==> config.mk <==
export PLATFORM = sky130hd
export DESIGN_NAME = mem_access_unit
export DESIGN_NICKNAME = d
export VERILOG_FILES = /design/src/rtl/mem_access_pkg.sv /design/src/rtl/mem_lane_align.sv /design/src/rtl/mem_access_unit.sv
export SDC_FILE = /design/constraint.sdc
export NUM_CORES = 1
export LEC_CHECK = 0
export ABC_CLOCK_PERIOD_IN_PS = 1800
export CAP_MARGIN = 20
export CORE_UTILIZATION = 33
export DETAILED_ROUTE_END_ITERATION = 10
export PLACE_DENSITY = 0.63
export SYNTH_ARGS = -nofsm -noshare
export SYNTH_HDL_FRONTEND = slang
export SYNTH_SLANG_ARGS = --single-unit
==> constraint.sdc <==
create_clock -name clk -period 1.8 [get_ports clk]
set_input_delay 0.27 -clock clk [delete_from_list [all_inputs] [get_ports clk]]
set_output_delay 0.27 -clock clk [all_outputs]
set_load 0.05 [all_outputs]
==> src/rtl/mem_access_pkg.sv <==
`default_nettype none
// ============================================================================
// Module      : mem_access_pkg
// Description : Shared sizes, encodings and FSM state type for mem_access_unit.
// Revision    : 1.0 - initial release
// ============================================================================
package mem_access_pkg;

  localparam int unsigned ADDR_SIZE_DEF = 18;
  localparam int unsigned DATA_SIZE_DEF = 32;

  localparam logic [1:0] SIZE_BYTE    = 2'b00;
  localparam logic [1:0] SIZE_HALF    = 2'b01;
  localparam logic [1:0] SIZE_WORD    = 2'b10;
  localparam logic [1:0] SIZE_ILLEGAL = 2'b11;

  typedef enum logic [1:0] {
    ST_IDLE  = 2'd0,
    ST_READ  = 2'd1,
    ST_WRITE = 2'd2,
    ST_DONE  = 2'd3
  } state_t;

  // Only full-word stores can skip the read phase of read-modify-write.
  function automatic logic is_direct_write(input logic we, input logic [1:0] size);
    return we && (size == SIZE_WORD);
  endfunction

endpackage
`default_nettype wire

==> src/rtl/mem_lane_align.sv <==
`default_nettype none
// ============================================================================
// Module      : mem_lane_align
// Description : Big-endian lane extraction, load extension and store merge.
// Revision    : 1.0 - initial release
// ============================================================================
module mem_lane_align
  import mem_access_pkg::*;
#(
  parameter int DATA_SIZE = DATA_SIZE_DEF
) (
  input  logic [1:0]           size,
  input  logic                 sign_ext,
  input  logic [DATA_SIZE-1:0] mem_word,
  input  logic [DATA_SIZE-1:0] store_data,
  output logic [DATA_SIZE-1:0] load_data,
  output logic [DATA_SIZE-1:0] merge_data
);

  logic [7:0]  w_byte;
  logic [15:0] w_half;

  // The addressed byte sits in the most significant lane of the memory word.
  assign w_byte = mem_word[DATA_SIZE-1 -: 8];
  assign w_half = mem_word[DATA_SIZE-1 -: 16];

  always_comb begin
    load_data  = mem_word;
    merge_data = store_data;
    case (size)
      SIZE_BYTE: begin
        load_data  = {{(DATA_SIZE-8){sign_ext & w_byte[7]}}, w_byte};
        merge_data = {store_data[7:0], mem_word[DATA_SIZE-9:0]};
      end
      SIZE_HALF: begin
        load_data  = {{(DATA_SIZE-16){sign_ext & w_half[15]}}, w_half};
        merge_data = {store_data[15:0], mem_word[DATA_SIZE-17:0]};
      end
      default: ;
    endcase
  end

endmodule
`default_nettype wire

==> src/rtl/mem_access_unit.sv <==
`default_nettype none
// ============================================================================
// Module      : mem_access_unit
// Description : Core-to-data-memory access FSM with sub-word RMW stores.
//               Optional macro MEM_ACCESS_ALIGN_CHECK_EN rejects unaligned
//               half/word accesses.
// Revision    : 1.0 - initial release
// ============================================================================
module mem_access_unit
  import mem_access_pkg::*;
#(
  parameter int ADDR_SIZE = ADDR_SIZE_DEF,
  parameter int DATA_SIZE = DATA_SIZE_DEF
) (
  input  logic                 clk,
  input  logic                 rst,
  input  logic                 req,
  input  logic                 we,
  input  logic [1:0]           size,
  input  logic                 sign_ext,
  input  logic [ADDR_SIZE-1:0] addr,
  input  logic [DATA_SIZE-1:0] wdata,
  output logic                 ack,
  output logic                 err,
  output logic [DATA_SIZE-1:0] rdata,
  output logic                 busy,
  output logic                 data_rw,
  output logic                 ena_data,
  output logic [ADDR_SIZE-1:0] mem_addr,
  output logic [DATA_SIZE-1:0] mem_wdata,
  input  logic [DATA_SIZE-1:0] mem_rdata
);

  // Highest address whose four-byte window still fits in memory.
  localparam logic [ADDR_SIZE-1:0] c_addr_last = {ADDR_SIZE{1'b1}} - ADDR_SIZE'(3);

  state_t               r_state;
  logic                 r_we;
  logic [1:0]           r_size;
  logic                 r_sign_ext;
  logic [DATA_SIZE-1:0] r_wdata;

  logic                 w_misalign;
  logic                 w_reject;
  logic [DATA_SIZE-1:0] w_load_data;
  logic [DATA_SIZE-1:0] w_merge_data;

`ifdef MEM_ACCESS_ALIGN_CHECK_EN
  assign w_misalign = ((size == SIZE_HALF) && addr[0]) ||
                      ((size == SIZE_WORD) && (addr[1:0] != 2'b00));
`else
  assign w_misalign = 1'b0;
`endif

  assign w_reject = (size == SIZE_ILLEGAL) || (addr > c_addr_last) || w_misalign;
  assign busy     = (r_state != ST_IDLE);

  mem_lane_align #(
    .DATA_SIZE (DATA_SIZE)
  ) u_lane_align (
    .size       (r_size),
    .sign_ext   (r_sign_ext),
    .mem_word   (mem_rdata),
    .store_data (r_wdata),
    .load_data  (w_load_data),
    .merge_data (w_merge_data)
  );

  always_ff @(posedge clk) begin
    if (rst) begin
      r_state    <= ST_IDLE;
      r_we       <= 1'b0;
      r_size     <= SIZE_BYTE;
      r_sign_ext <= 1'b0;
      r_wdata    <= '0;
      ack        <= 1'b0;
      err        <= 1'b0;
      data_rw    <= 1'b0;
      ena_data   <= 1'b0;
      rdata      <= '0;
      mem_addr   <= '0;
      mem_wdata  <= '0;
    end else begin
      ack      <= 1'b0;
      err      <= 1'b0;
      data_rw  <= 1'b0;
      ena_data <= 1'b0;
      case (r_state)
        ST_IDLE: begin
          if (req) begin
            r_we       <= we;
            r_size     <= size;
            r_sign_ext <= sign_ext;
            r_wdata    <= wdata;
            mem_addr   <= addr;
            if (w_reject) begin
              r_state <= ST_DONE;
              ack     <= 1'b1;
              err     <= 1'b1;
            end else if (is_direct_write(we, size)) begin
              r_state   <= ST_WRITE;
              data_rw   <= 1'b1;
              ena_data  <= 1'b1;
              mem_wdata <= wdata;
            end else begin
              r_state  <= ST_READ;
              ena_data <= 1'b1;
            end
          end
        end
        ST_READ: begin
          if (r_we) begin
            r_state   <= ST_WRITE;
            data_rw   <= 1'b1;
            ena_data  <= 1'b1;
            mem_wdata <= w_merge_data;
          end else begin
            r_state <= ST_DONE;
            rdata   <= w_load_data;
            ack     <= 1'b1;
          end
        end
        ST_WRITE: begin
          r_state <= ST_DONE;
          ack     <= 1'b1;
        end
        ST_DONE: begin
          r_state <= ST_IDLE;
        end
        default: begin
          r_state <= ST_IDLE;
        end
      endcase
    end
  end

endmodule
`default_nettype wire

==> results.sh, run 1 <==
export IMPL_rows=47
export IMPL_syn2layout_area_growth_pct=52.42
export IMPL_crit_end="mem_wdata[30]$_SDFFE_PP0P_"
export IMPL_synth_compound_area_share=0.2095
export IMPL_viasPerCell=5.192
export IMPL_avgRoutedWirePerCell_um=17.76
export IMPL_syn_cell_area_sq_um=5680
export IMPL_clock_sinks=124
export IMPL_max_cap_viol_count=0
export IMPL_grt_pass1_wl_um=30180
export IMPL_dpl_cell_area_sq_um=7742
export IMPL_ff2ff_setup_slack_ps=7
export IMPL_cts_htree_levels=4
export IMPL_antenna_found_initial=1
export IMPL_final_common_cell="nand2_1"
export IMPL_yosys_warnings=0
export IMPL_critPathMaxFanout=8
export IMPL_finalSetupViolCount=0
export IMPL_synth_adder_area_share=0.008811
export IMPL_p_clk_frac=0.222
export IMPL_gp_congestion=0.7733
export IMPL_grt_pass1_vias=5324
export IMPL_drcViolationCount=0
export IMPL_ir_drop_mv=0.9092
export IMPL_met2_usage=0.3389
export IMPL_cts_tree="yes"
export IMPL_tightest_slew_ps=642.7
export IMPL_dr_first_iter_drc_count=504
export IMPL_fmax_ghz=0.5576
export IMPL_hold_ws_ps=129.2
export IMPL_hpwl_um=13330
export IMPL_routed_wl_um=20030
export IMPL_synth_top_family_by_area="compound AO/OA/AOI/OAI gates"
export IMPL_crit_type="register to register"
export IMPL_synth_mux_area_frac=0.09692
export IMPL_post_route_min_period_ps=1793
export IMPL_synth_xor_area_share=0
export IMPL_synthFlopType="dfxtp_1"
export IMPL_fin_area_sq_um=8658
export IMPL_p_comb_frac=0.505
export IMPL_ys_top_cells_by_area="dfxtp_1 (44%), nand2_1 (10%), mux2i_1 (9.7%)"
export IMPL_clkLatencyLatePin_ps=420
export IMPL_hold_class="primary input to register"
export IMPL_synth_edf_count=0
export IMPL_postCtsHoldBufs=0
export IMPL_final_util=0.5184
export IMPL_synth_fp_nets=806
export IMPL_synth_cell_types=29
export IMPL_critPathCaptureType="register"
export IMPL_powerDensity_nw_per_um2=1705
export IMPL_busiest_layer="met2"
export IMPL_finalCritPeriodShare=0.9963
export IMPL_met1_usage=0.3000
export IMPL_numCtsBuffers=17
export IMPL_drv_slew=0
export IMPL_layout_drive_gt1_share=0.2070
export IMPL_p_leak_nw=3.353
export IMPL_path_clk_slew_ps=60
export IMPL_synth_top_cell_area_share=0.4370
export IMPL_r2r_end="mem_wdata[30]$_SDFFE_PP0P_"
export IMPL_netlist_instances=713
export IMPL_seqPwrFrac=0.273
export IMPL_grt_max_degree=55
export IMPL_die_w_um=133.2
export IMPL_yosysSeqAreaShare=0.4370
export IMPL_synth_area_per_cell_sq_um=7.967
export IMPL_power_internal_mw=8.303
export IMPL_critPathLaunchType="register"
export IMPL_fp_dieH_um=133.2
export IMPL_n_antenna_cell=0
export IMPL_fillCellCount=1617
export IMPL_p_switching_mw=6.457
export IMPL_synthSimpleGateAreaFrac=0.1978
export IMPL_yosysTopAreaCell="dfxtp_1"
export IMPL_finClkSkew_ps=9.061
export IMPL_core_area_sq_um=16700
export IMPL_sw_frac_of_total=0.4375
export IMPL_grt_overflow_total=0
export IMPL_dr_pass1_iters=5
export IMPL_hold_viol=0
export IMPL_port_buffers=175
export IMPL_layout_common_cells="nand2_1 (154), dfxtp_1 (121), buf_4 (94)"
export IMPL_drtAntennaViolNets=0
export IMPL_arrival_ps=2140
export IMPL_root_buffer="clkbuf_16"
export IMPL_startpoint="r_state[0]$_SDFFE_PP0P_"
export IMPL_io_pins=176
export IMPL_r2r_cells=7
export IMPL_async_reset_ff_frac=0
export IMPL_met3_usage=0.07230
export IMPL_finalPower_mw=14.76
export IMPL_required_ps=2140
export IMPL_relSlewSlack=0.5716
export IMPL_cts_path_max_buffers=2
export IMPL_dieArea_sq_um=17740
export IMPL_grtUsageTotal=0.2230
export IMPL_ys_seq_elements=124
export IMPL_vias=5857
export IMPL_start_util=0.3401
export IMPL_outcome="complete, no violations"
export IMPL_nNetsFinal=989
export IMPL_rsz0062_at_grt="true"
export IMPL_timing_rr_start="r_state[0]$_SDFFE_PP0P_"
-- power by group through the flow --
stage	logic [mW]	clock network, mW	registers, mW
after floorplan	2.80	0	5.78
after global placement	6.84	0	4.03
after detailed placement	6.88	0	4.03
after CTS	7.01	3.33	3.99
after global routing	7.93	3.46	4.11
final	7.45	3.28	4.03
-- synthesized netlist by cell type, drive strengths merged, types with 5 or more instances --
master	instances
nor3	17
mux2i	55
nand2	155
o21ai	45
dfxtp	124
clkbuf	45
a211oi	40
nor2b	5
a22oi	7
buf	20
a21oi	100
nand2b	17
nand3	16
nor2	44
-- final cells by class --
cell class | count | area [sq um] | area share
timing repair buffer | 226 | 2196 | 0.2536
sequential | 124 | 2491 | 0.2877
clock buffer | 25 | 505.5 | 0.05838
inverter | 3 | 17.52 | 0.002023
clock inverter | 6 | 60.06 | 0.006936
multi-input combinational | 524 | 3113 | 0.3595
tap | 220 | 275.3 | 0.03179
-- repair_timing --
item	CTS	global route
pin swaps	2	18
gates cloned	4	3
resized for setup	39	32
endpoints found under the setup margin	59	37
buffers inserted	3	4
-- worst min-delay path by stage --
stage,to,slack [ps],cells after the start,start
floorplan,r_wdata[16]$_SDFFE_PP0P_,410,2,wdata[16]
global placement,mem_addr[6]$_SDFFE_PP0P_,440,2,mem_addr[6]$_SDFFE_PP0P_
detailed placement,mem_addr[2]$_SDFFE_PP0P_,450,2,mem_addr[2]$_SDFFE_PP0P_
CTS,mem_addr[15]$_SDFFE_PP0P_,240,3,addr[15]
global route,mem_addr[3]$_SDFFE_PP0P_,140,3,addr[3]
finish,mem_addr[3]$_SDFFE_PP0P_,130,3,addr[3]
-- logic make-up (layout without fill, tap and decap cells) --
kind of cell | after synthesis | count (layout)
AOI/OAI and AO/OA | 197 | 197
adders and majority gates | 4 | 4
buffers and inverters | 68 | 260
DFF | 124 | 124
muxes | 55 | 55
and+or+nand+nor | 265 | 268
-- metrics by stage --
step	cells	setup slack [ps]	TNS, ps
2_1_floorplan	713	-148.2	-3766
3_3_place_gp	1083	-535.5	-15830
3_5_place_dp	1083	-558.3	-16390
4_1_cts	1121	-31.42	-377.3
5_1_grt	1128	-36.31	-266.6
6_report	1128	6.572	0
-- metal layers --
layer | wire length, um | vias up
li1 | - | 2835
met1 | 8990 | 2777
met2 | 9130 | 227
met3 | 1685 | 18
met4 | 227 | 0
met5 | 0 | -
-- worst max-delay path, cell delays in order, from the launching register on --
cell and delay [ps]:
dfxtp_4 360, inv_4 60, ha_4 140, buf_6 100, clkinvlp_4 80, or3_4 480
and2_4 260, a211oi_2 220
-- state kept, by name, indices dropped and copies added, names as in the netlist, 2 cells and up --
register / cells
mem_addr: 18
mem_wdata: 32
r_size: 2
r_state: 2
r_wdata: 32
rdata: 32
Power figures use the tool's default switching activity.
==> run 2: changes to the inputs <==
- CORE_UTILIZATION: 33 -> 42
- PLACE_DENSITY: 0.63 -> 0.77
==> results.sh, run 2 (synthesized netlist as in run 1, its figures left out) <==
export IMPL_max_cap_viol_count=0
export IMPL_core_area_sq_um=13190
export IMPL_finalSetupViolCount=11
export IMPL_start_util=0.4307
export IMPL_dpl_cell_area_sq_um=7705
export IMPL_hold_class="primary input to register"
export IMPL_drcViolationCount=0
export IMPL_timing_rr_start="r_state[0]$_SDFFE_PP0P_"
export IMPL_r2r_end="mem_wdata[30]$_SDFFE_PP0P_"
export IMPL_port_buffers=175
export IMPL_top_regs="mem_wdata (32), r_wdata (32), rdata (32)"
export IMPL_dr_pass1_iters=7
export IMPL_grt_overflow_total=0
export IMPL_clkLatencyLatePin_ps=410
export IMPL_rows=42
export IMPL_critPathMaxFanout=8
export IMPL_routed_wl_um=18840
export IMPL_ir_drop_mv=0.8731
export IMPL_violations="negative setup slack"
export IMPL_io_pins=176
export IMPL_fmax_ghz=0.5458
export IMPL_cts_path_max_buffers=2
export IMPL_layout_drive_gt1_share=0.1805
export IMPL_grt_pass1_wl_um=28810
export IMPL_ff2ff_setup_slack_ps=-30
export IMPL_cts_tree="yes"
export IMPL_crit_type="register to register"
export IMPL_critPathCaptureType="register"
export IMPL_clock_sinks=124
export IMPL_grtUsageTotal=0.2667
export IMPL_hold_ws_ps=165.7
export IMPL_dieArea_sq_um=13990
export IMPL_dr_first_iter_drc_count=502
export IMPL_grt_pass1_vias=5415
export IMPL_fp_dieH_um=118.3
export IMPL_finalPower_mw=14.24
export IMPL_setup_ws_ps=-32.25
export IMPL_fin_area_sq_um=8453
export IMPL_layout_common_cells="nand2_1 (154), dfxtp_1 (121), a21oi_1 (90)"
export IMPL_final_common_cell="nand2_1"
export IMPL_post_route_min_period_ps=1832
export IMPL_avgRoutedWirePerCell_um=17.44
export IMPL_outcome="finished, violations left"
export IMPL_tightest_slew_ps=592.5
export IMPL_powerDensity_nw_per_um2=1685
export IMPL_syn2layout_area_growth_pct=48.81
export IMPL_gp_congestion=0.8496
export IMPL_path_clk_slew_ps=60
export IMPL_cts_htree_levels=4
export IMPL_root_buffer="clkbuf_16"
export IMPL_p_leak_nw=3.321
export IMPL_finClkSkew_ps=9.642
export IMPL_numCtsBuffers=17
export IMPL_r2r_cells=8
export IMPL_final_util=0.6409
export IMPL_grt_max_degree=55
export IMPL_antenna_found_initial=1
export IMPL_die_w_um=118.3
export IMPL_hpwl_um=12800
export IMPL_relSlewSlack=0.6050
export IMPL_finalCritPeriodShare=1.018
export IMPL_hold_viol=0
export IMPL_rsz0062_at_grt="true"
export IMPL_startpoint="r_state[0]$_SDFFE_PP0P_"
export IMPL_nNetsFinal=985
export IMPL_vias=5884
export IMPL_drv_slew=0
export IMPL_arrival_ps=2120
export IMPL_drtAntennaViolNets=0
export IMPL_critPathLaunchType="register"
export IMPL_viasPerCell=5.448
export IMPL_required_ps=2090
export IMPL_postCtsHoldBufs=0
export IMPL_crit_end="mem_wdata[30]$_SDFFE_PP0P_"
==> run 2: layer usage <==
layer / vias to the layer above / share of wire / global-route usage
met2: 277 / 0.47 / 0.4180
met1: 2742 / 0.41 / 0.3401
met3: 45 / 0.095 / 0.07867
met4: 0 / 0.028 / 0.1130
li1: 2820 / - / -
met5: - / 0 / 0
==> run 2: report_power, final <==
group | leakage (nW) | switching (mW) | internal (mW)
clock network | 0.264 | 1.20 | 2.02
registers | 1.02 | 0.469 | 3.49
logic | 2.04 | 4.61 | 2.46
total | 3.32 | 6.27 | 7.97
==> run 2: timing repair <==
item                                    in CTS  in global routing
gates resized for setup                     59                 16
gates cloned                                 3                  1
hold endpoints to repair                     0                  0
buffers inserted                             3                  4
pin swaps                                    2                  7
endpoints found under the setup margin      75                 33
==> run 2: worst min path at each step <==
stage	startpoint	end	slack [ps]	cells after the start
global route	addr[16]	mem_addr[16]$_SDFFE_PP0P_	160	3
floorplan	wdata[16]	r_wdata[16]$_SDFFE_PP0P_	410	2
finish	addr[16]	mem_addr[16]$_SDFFE_PP0P_	170	3
CTS	rst	r_wdata[12]$_SDFFE_PP0P_	170	2
global placement	mem_addr[12]$_SDFFE_PP0P_	mem_addr[12]$_SDFFE_PP0P_	440	2
detailed placement	rdata[6]$_SDFFE_PP0P_	rdata[6]$_SDFFE_PP0P_	450	2
==> run 2: layout make-up <==
class	count	area, sq um
antenna	1	2.502
clock buffer	24	491.7
clock inverter	6	62.56
fill	1125	4737
inverter	3	17.52
multi-input combinational	523	3024
sequential	124	2489
tap	176	220.2
timing repair buffer	223	2146
==> run 2: worst max-delay path, stage by stage (launching register included) <==
cell	delay [ps]
dfxtp_4	360
inv_4	60
ha_4	120
buf_4	130
clkinvlp_4	100
or3_4	480
buf_12	180
a21oi_1	200
a211oi_2	70
==> run 2: per-stage QoR <==
stage / TNS (ps) / instances / setup slack (ps)
finish: -106.1 / 1080 / -32.25
global route: -1643 / 1080 / -82.69
CTS: -29.04 / 1074 / -9.817
detailed placement: -16230 / 1038 / -544.6
global placement: -15160 / 1038 / -509.4
floorplan: -3766 / 713 / -148.2
